File: src/rtl/if_fetch_btb_pkg.sv
// Shared definitions for the fetch stage and its branch target buffer:
// counter encodings, default reset PC and index/tag width helpers.
package if_fetch_btb_pkg;

    localparam logic [1:0] SNT = 2'b00;
    localparam logic [1:0] WNT = 2'b01;
    localparam logic [1:0] WT  = 2'b10;
    localparam logic [1:0] ST  = 2'b11;

    localparam logic [31:0] DEF_RESET_PC     = 32'h0000_0000;
    localparam int          DEF_BTB_IDX_BITS = 4;

    // Word-aligned PC: two low bits dropped, index bits taken, tag is the rest.
    function automatic int idx_bits_w(input int idx_bits);
        return idx_bits;
    endfunction

    function automatic int tag_bits_w(input int idx_bits);
        return 30 - idx_bits;
    endfunction

    function automatic logic [1:0] ctr_next(input logic [1:0] ctr, input logic taken);
        logic [1:0] res;
        res = ctr;
        if (taken && ctr != ST) begin
            res = ctr + 2'd1;
        end else if (!taken && ctr != SNT) begin
            res = ctr - 2'd1;
        end
        return res;
    endfunction

endpackage

File: src/rtl/if_fetch_btb_table.sv
// Direct-mapped BTB storage: combinational read port and a synchronous
// update port that trains the 2-bit counter or allocates on a taken miss.
module btb_table
    import if_fetch_btb_pkg::*;
#(
    parameter int IDX_BITS = DEF_BTB_IDX_BITS,
    parameter int TAG_W    = tag_bits_w(DEF_BTB_IDX_BITS)
) (
    input  logic                clk,
    input  logic                rst,
    input  logic [IDX_BITS-1:0] rd_idx,
    output logic                rd_valid,
    output logic [TAG_W-1:0]    rd_tag,
    output logic [31:0]         rd_target,
    output logic [1:0]          rd_ctr,
    input  logic                upd_valid,
    input  logic [IDX_BITS-1:0] upd_idx,
    input  logic [TAG_W-1:0]    upd_tag,
    input  logic                upd_taken,
    input  logic [31:0]         upd_target
);

    localparam int ENTRIES = 1 << IDX_BITS;

    logic             valid_q  [ENTRIES];
    logic             valid_d  [ENTRIES];
    logic [TAG_W-1:0] tag_q    [ENTRIES];
    logic [TAG_W-1:0] tag_d    [ENTRIES];
    logic [31:0]      target_q [ENTRIES];
    logic [31:0]      target_d [ENTRIES];
    logic [1:0]       ctr_q    [ENTRIES];
    logic [1:0]       ctr_d    [ENTRIES];

    // Reads see registered contents only, so a same-cycle update is invisible.
    assign rd_valid  = valid_q[rd_idx];
    assign rd_tag    = tag_q[rd_idx];
    assign rd_target = target_q[rd_idx];
    assign rd_ctr    = ctr_q[rd_idx];

    always_comb begin
        valid_d  = valid_q;
        tag_d    = tag_q;
        target_d = target_q;
        ctr_d    = ctr_q;
        if (upd_valid) begin
            if (valid_q[upd_idx] && tag_q[upd_idx] == upd_tag) begin
                ctr_d[upd_idx] = ctr_next(ctr_q[upd_idx], upd_taken);
                if (upd_taken) begin
                    target_d[upd_idx] = upd_target;
                end
            end else if (upd_taken) begin
                valid_d[upd_idx]  = 1'b1;
                tag_d[upd_idx]    = upd_tag;
                target_d[upd_idx] = upd_target;
                ctr_d[upd_idx]    = WT;
            end
        end
    end

    always_ff @(posedge clk) begin
        if (rst) begin
            for (int i = 0; i < ENTRIES; i++) begin
                valid_q[i] <= 1'b0;
                ctr_q[i]   <= WNT;
            end
        end else begin
            valid_q  <= valid_d;
            tag_q    <= tag_d;
            target_q <= target_d;
            ctr_q    <= ctr_d;
        end
    end

endmodule

File: src/rtl/if_fetch_btb.sv
// Fetch stage: PC register, next-PC selection (redirect, stall, BTB
// prediction, sequential) and the valid flag handed to IF/ID.
module if_fetch_btb
    import if_fetch_btb_pkg::*;
#(
    parameter int          BTB_IDX_BITS   = DEF_BTB_IDX_BITS,
    parameter int          IMEM_ADDR_BITS = 10,
    parameter logic [31:0] RESET_PC       = DEF_RESET_PC
) (
    input  logic                      clk,
    input  logic                      rst,
    input  logic                      Enable,
    input  logic                      redirect,
    input  logic [31:0]               redirect_pc,
    input  logic                      upd_valid,
    input  logic [31:0]               upd_pc,
    input  logic                      upd_taken,
    input  logic [31:0]               upd_target,
    output logic [IMEM_ADDR_BITS-1:0] imem_addr,
    input  logic [31:0]               imem_data,
    output logic [31:0]               PC_out,
    output logic [31:0]               IR_out,
    output logic                      Effective_out,
    output logic                      pre_jmp_out,
    output logic                      hit_out
);

    localparam int IDX_W = idx_bits_w(BTB_IDX_BITS);
    localparam int TAG_W = tag_bits_w(BTB_IDX_BITS);

    logic [31:0]      pc_q, pc_d;
    logic             valid_q, valid_d;
    logic             rd_valid;
    logic [TAG_W-1:0] rd_tag;
    logic [31:0]      rd_target;
    logic [1:0]       rd_ctr;
    logic [1:0]       unused_low_bits;

    assign unused_low_bits = pc_q[1:0] ^ upd_pc[1:0];

    btb_table #(
        .IDX_BITS (IDX_W),
        .TAG_W    (TAG_W)
    ) u_btb (
        .clk        (clk),
        .rst        (rst),
        .rd_idx     (pc_q[IDX_W+1:2]),
        .rd_valid   (rd_valid),
        .rd_tag     (rd_tag),
        .rd_target  (rd_target),
        .rd_ctr     (rd_ctr),
        .upd_valid  (upd_valid),
        .upd_idx    (upd_pc[IDX_W+1:2]),
        .upd_tag    (upd_pc[31:IDX_W+2]),
        .upd_taken  (upd_taken),
        .upd_target (upd_target)
    );

    assign hit_out       = rd_valid && (rd_tag == pc_q[31:IDX_W+2]);
    assign pre_jmp_out   = hit_out && rd_ctr[1];
    assign PC_out        = pc_q;
    assign IR_out        = imem_data;
    assign imem_addr     = pc_q[IMEM_ADDR_BITS+1:2];
    assign Effective_out = valid_q;

    // A redirect from EX must win over a stall, otherwise a stalled front end
    // would keep fetching down the wrong path.
    always_comb begin
        pc_d    = pc_q + 32'd4;
        valid_d = 1'b1;
        if (redirect) begin
            pc_d = redirect_pc;
        end else if (Enable) begin
            pc_d = pc_q;
        end else if (pre_jmp_out) begin
            pc_d = rd_target;
        end
    end

    always_ff @(posedge clk) begin
        if (rst) begin
            pc_q    <= RESET_PC;
            valid_q <= 1'b0;
        end else begin
            pc_q    <= pc_d;
            valid_q <= valid_d;
        end
    end

endmodule

File: config.mk
export PLATFORM = sky130hd
export DESIGN_NAME = if_fetch_btb
export DESIGN_NICKNAME = d
export VERILOG_FILES = /design/src/rtl/if_fetch_btb_pkg.sv /design/src/rtl/if_fetch_btb_table.sv /design/src/rtl/if_fetch_btb.sv
export SDC_FILE = /design/constraint.sdc
export NUM_CORES = 1
export LEC_CHECK = 0
export BUFFER_PORTS_ARGS = -buffer_cell sky130_fd_sc_hd__buf_2
export CORE_UTILIZATION = 40
export CTS_CLUSTER_SIZE = 8
export DETAILED_ROUTE_END_ITERATION = 7
export PLACE_DENSITY = 0.63
export REMOVE_ABC_BUFFERS = 1
export SLEW_MARGIN = 40
export SYNTH_ARGS = -nofsm -noshare
export SYNTH_HDL_FRONTEND = slang
export SYNTH_SLANG_ARGS = --single-unit
File: constraint.sdc
create_clock -name clk -period 5 [get_ports clk]
set_input_delay 0.5 -clock clk [delete_from_list [all_inputs] [get_ports clk]]
set_output_delay 0.5 -clock clk [all_outputs]
set_load 0.02 [all_outputs]
* After elaboration in Yosys (flattened, before gate mapping)
Index checks and enable logic that the tools add are counted.
** Word-level totals
- Bits in registers :: 1009
- Latch bits :: 0
- Input port bits :: 134
- Memory bits (writable) :: 0
- Output and inout bits :: 77
- Logic and storage cells :: 139
- Memories :: 0
- ROM bits :: 0
** Cells by class
- Add/sub/neg operators :: 3
- $lt $le $gt $ge :: 3
- Div/mod/pow operators :: 0
- Shifts and indexed selects :: 0
- Multiplexer cells :: 42
- Multiply operators :: 0
- Bitwise operators :: 8
- Equal/unequal tests :: 4
- Reductions and logical operators :: 13
** Operators with widths (number)
- $bwmux 512 :: 1
- $bwmux 416 :: 1
- $mux 32 :: 8
- $bmux 26 s4 :: 2
- $mux 26 :: 5
- $bmux 32 s4 :: 1
- $demux 32 s4 :: 1
- $demux 26 s4 :: 1
- $eq 26x26->1 :: 2
- $add 32x3->32 const B :: 1
- $bwmux 32 :: 1
- $or 16x16->16 :: 2
- $mux 2 :: 9
- $and 16x16->16 :: 1
- $bmux 2 s4 :: 2
- $not 16->16 :: 1
- $ge 5x5->1 const B :: 2
- $not 4->5 :: 2
- $bmux 1 s4 :: 2
- $demux 2 s4 :: 1
- $logic_and 1x1->1 :: 6
- $mux 1 :: 6
- $reduce_and 3->1 :: 2
- $lt 5x1->1 const B :: 1
- other kinds (10) :: 12

* Longest topological paths before layout
- Depth after elaboration :: 12
- Mapped depth :: 16
- Mapped depth without buffers :: 11

* Modules after synthesis
From an unflattened synthesis, not the netlist that was laid out.
** Second synthesis, totals
- Cell total of the unflattened synthesis :: 2316
- Area, all modules :: 44610.3 µm²
** Modules (own cells, without submodules)
- btb_table :: instances 1, cells each 1935, seq. area each 28827.6 µm², area an instance 41568.6 µm²
- if_fetch_btb :: instances 1, cells each 381, seq. area each 660.6 µm², area an instance 3041.7 µm²

* Least setup slack after synthesis
No wires, ideal clock.
- Path type :: in2reg
- Start point :: input port upd_pc[2]
- End point :: register u_btb.tag_q[390] in the netlist's numbering, enable pin
- Data arrival time :: 3.962 ns
- Setup time :: 0.410 ns
- Buffers on the path :: 4
- Required time :: 4.590 ns
- Stages :: 11
- Path slack :: 0.628 ns
- Path through :: buf_6 > buf_6 > mux4_2 > mux4_2 > xnor2_1 > and4_1 > nand4_4 > or2b_1 > clkbuf_2 > buf_2 > nor2_1
** On the way
- Longest elaborated chain between the ends :: 8
- Elaborated cells between the ends (all ways) :: 11
** Ends and longest elaborated chain
- start: declaration :: line if_fetch_btb.sv:16 : input logic [31:0] upd_pc,
- $not 4->5 (not written as such) * :: line if_fetch_btb_table.sv:46 : if (valid_q[upd_idx] && tag_q[upd_idx] == upd_tag) begin
- $bmux 26 s4 :: line if_fetch_btb_table.sv:46
- $mux 26 (not written as such) (2 in a row) :: line if_fetch_btb_table.sv:46
- $eq 26x26->1 :: line if_fetch_btb_table.sv:46
- $logic_and 1x1->1 * :: line if_fetch_btb_table.sv:46
- $not 1->1 (no line) *
- $reduce_and 4->1 (no line) *
- end signal: assignment :: line if_fetch_btb_table.sv:68 : tag_q <= tag_d;
- end: declaration :: line if_fetch_btb_table.sv:27 : logic [TAG_W-1:0] tag_q [ENTRIES];
Every way passes the cells marked *; elsewhere a longest branch is shown, timed or not. The select of a mux whose other input is x is not followed.
A chain may end at the register's enable or synchronous reset.

* Worst setup path in the final report
- Start point :: register pc_q[2] (netlist: PC_out[2])
- End point :: output port pre_jmp_out
** On the way
- Longest elaborated chain between the ends :: 7
- Elaborated cells between the ends (all ways) :: 13
** Ends and longest elaborated chain
- start: declaration :: line if_fetch_btb.sv:31 : logic [31:0] pc_q, pc_d;
- start signal: assignment :: line if_fetch_btb.sv:85 : pc_q <= pc_d;
- $not 4->5 (not written as such) * :: line if_fetch_btb_table.sv:35, if_fetch_btb_table.sv:36, if_fetch_btb_table.sv:38
- $bmux 26 s4 :: line if_fetch_btb_table.sv:36 : assign rd_tag = tag_q[rd_idx];
- $mux 26 (not written as such) (2 in a row) :: line if_fetch_btb_table.sv:36
- $eq 26x26->1 :: line if_fetch_btb.sv:59 : assign hit_out = rd_valid && (rd_tag == pc_q[31:IDX_W+2]);
- $logic_and 1x1->1 :: line if_fetch_btb.sv:59
- $logic_and 1x1->1 * :: line if_fetch_btb.sv:60 : assign pre_jmp_out = hit_out && rd_ctr[1];
- end: declaration :: line if_fetch_btb.sv:24 : output logic pre_jmp_out,
Marks and branches as above.

==> out/qor.csv <==
metric,value,unit
antenna violations before repair,12,
HP Class,input port to register,
WL final,139,mm
Tot GR Track Use,24.4,%
Antenna Violating Nets Remaining,0,
critical path class,register to output port,
post-DR vias/cell,6.19,
Setup crit end kind,output port,
Mean Syn Cell Area,17.9,um^2
Remaining DRCs,0,
routed len/inst,32.2,um
area share of the largest cell type after synthesis,61.9,%
Max Buffers Root-to-Sink,3,
Post-synth EDFFs,928,
synthesized area,0.0450,mm^2
Met1 Routed Length,56.2,mm
Core Box Area,0.111,mm^2
top post-synthesis cells by area,"edfxtp_1 (62%), mux4_2 (17%), dfxtp_1 (3.6%), mux2i_1 (2.7%), buf_4 (1.3%)",
Peak VDD IR,0.370,mV
unrepaired setup endpoints after global routing,false,
DR top layer,met5,
Achievable Freq,0.202,GHz
Yosys cell types,86,
Async SR Flop Fraction,0,%
DR pass1 iterations,5,
endpoints failing setup,0,
Final Non-Filler Cells,4315,
Hold Fails Final Rpt,0,
vias in the first global route,26800,
leakage power,17.2,nW
fill count,9359,
Crit path arrival time,4440,ps
Slew Limit Fails,0,
chip height,337,um
I/O Buffers,144,
H-tree level count,4,
"Period Utilization, post-route",98.9,%
Tmin final,4940,ps
Worst Skew,48.1,ps
final net count,2895,
worst-margin pin slew,907,ps
largest net degree at the start of global routing,136,
slowest CP cell,mux4_2,
CTS sink count,1009,
clock edge transition at the registers on the reported setup and hold paths,50,ps
maxcap violations,0,
CP max stage delay,520,ps
status,"complete, no violations",
Gate Count Post-Synth,2510,
GR Overflow Total,0,
Crit path top cell by count,buf_4,
#FFs+latches synth,1009,
final hold slack,38.3,ps
root buf cell,clkbuf_16,
WP buf/inv,6,
placer congestion estimate,0.979,
"critical path, cell by cell",buf_12 -> buf_4 -> mux4_2 -> nor2_1 -> nor4_1 -> a31oi_1 -> o2111ai_1 -> nor4bb_1 -> buf_4 -> nand4_1 -> buf_4 -> inv_1 -> buf_2,
warnings from Yosys,0,
CTS Buf Count,144,
Boundary Pins,211,
synth-to-layout area growth,17.2,%
power per cell area,380,mW/mm^2
"delay-heaviest family, CP",buffers and inverters,
Met3 Routed Length,14.0,mm
"Seq/Total Area, Yosys",65.5,%
crit-path max FO,32,
CTS tree,built,
CP required,4500,ps
# placed instances,4074,
full die area,0.114,mm^2
Vias,26700,
first-pass GRT wire length,196,mm
Starting DRT DRC Count,3241,
Post-DP HPWL,87.9,mm
layout cells sized above 1,31.8,%
leading area contributor after synthesis,edfxtp_1,
worst skew pair latency,750,ps
crit start category,register,
Die W,337,um
top_reg_cell synth,edfxtp_1,
Initial Util,40.5,%
met2 wire len,64.6,mm
row cnt,122,
Slew HR,39.3,%
-- path summary, 6_finish.rpt --
check / start / endpoint / slack [ps] / cells past startpoint
hold / removal: redirect_pc[22] / PC_out[22] / 40 / 3
setup / recovery: PC_out[2] / pre_jmp_out / 60 / 13
hold reg to reg: u_btb.ctr_q[30] / u_btb.ctr_q[30] / 470 / 1
setup reg to reg: PC_out[2] / PC_out[2] / 760 / 14
-- report_power, final --
part	switching, W	total [W]	internal, W
combinational	0.000980	0.00166	0.000678
sequential	0.0000914	0.00939	0.00930
clock	0.00361	0.00900	0.00538
-- flip-flops by register name (all words and copies together), names as in the netlist --
signal          flops
u_btb.target_q    512
u_btb.tag_q       416
PC_out             32
u_btb.ctr_q        32
u_btb.valid_q      16
Effective_out       1
-- worst reg2reg max path, stage by stage (launching register included) --
cell and delay [ps]:
dfxtp_4 490, buf_12 280, buf_4 250, mux4_2 520, nor2_1 380, nor4_1 150, a31oi_1 200, o2111ai_1 170
nor4bb_1 330, buf_4 170, nand4_1 90, buf_4 290, or3_1 470, o2111ai_1 130, a21oi_1 160
-- final cells by class --
class | count | area, um^2 | share of cell area (%)
multi-input cells | 1252 | 14400 | 27.2
diodes | 4 | 10.0 | 0.0190
flip-flops and latches | 1009 | 29500 | 56.0
well taps | 1488 | 1860 | 3.53
clock inverters | 13 | 318 | 0.603
inverters | 49 | 185 | 0.351
clock buffers | 198 | 3870 | 7.34
repair buffers | 302 | 2600 | 4.93
-- cells in the final DEF (no fill, tap or decap), drive strengths merged, types with 28 or more instances in the layout --
| cell type | Yosys | layout |
|---|---|---|
| edfxtp | 928 | 928 |
| nand3 | 33 | 33 |
| xnor2 | 39 | 39 |
| nor2 | 97 | 97 |
| inv | 48 | 50 |
| nor2b | 28 | 28 |
| mux4 | 350 | 350 |
| o21ai | 62 | 62 |
| buf | 142 | 291 |
| mux2 | 46 | 46 |
| a21oi | 44 | 44 |
| dfxtp | 81 | 81 |
| nand2 | 125 | 125 |
| a22oi | 30 | 30 |
| clkbuf | 56 | 199 |
| mux2i | 121 | 121 |
-- Yosys cell counts (13+ instances only) --
cell type,n
mux4_2,342
mux2_2,39
o22ai_1,22
nor2_1,95
a21o_1,21
nand2_1,120
a22oi_1,29
clkbuf_1,54
nor2b_1,28
dfxtp_1,81
edfxtp_1,928
nor3_1,21
buf_2,42
buf_4,75
xor2_1,13
nand3_1,33
buf_6,13
o21ai_0,61
xnor2_1,39
a21oi_1,43
inv_1,47
a221o_1,16
mux2i_1,121
-- repair_timing --
item,4_1_cts,5_1_grt
endpoints found under the setup margin,1,1
gates resized for setup,0,3
setup buffers,6,8
hold buffers,10,0
gates cloned,0,1
pin swaps,0,0
hold endpoints to repair,10,0
-- metrics by stage --
| stage | instance area (um^2) | total power (W) | setup WS, ps | TNS (ps) | util [%] |
|---|---|---|---|---|---|
| 2_1_floorplan | 43800 | 0.0106 | -8040 | -275250 | - |
| 3_3_place_gp | 48200 | 0.0111 | 429 | 0 | 43.4 |
| 3_5_place_dp | 48200 | 0.0112 | 468 | 0 | 43.4 |
| 4_1_cts | 52600 | 0.0201 | 46.5 | 0 | 47.3 |
| 5_1_grt | 52700 | 0.0206 | 7.08 | 0 | 47.4 |
| 6_report | 52700 | 0.0200 | 55.5 | 0 | 47.4 |
-- cells by family (layout without fill, tap and decap cells) --
group / after synthesis / count (layout) / share of synthesized area (%)
other cells: 0 / 4 / 0
fa+ha+maj: 3 / 3 / 0.0834
compound gates: 305 / 305 / 4.79
xor+xnor: 52 / 52 / 1.01
flops: 1009 / 1009 / 65.5
simple gates: 375 / 375 / 3.98
buf+inv: 249 / 562 / 3.11
mux: 517 / 517 / 21.5
-- per-layer routing --
metal,vias up,global-route usage (%)
li1,10800,-
met1,14100,33.9
met2,1560,37.9
met3,238,5.74
met4,10,7.73
met5,-,0.128
Power figures use the tool's default switching activity.
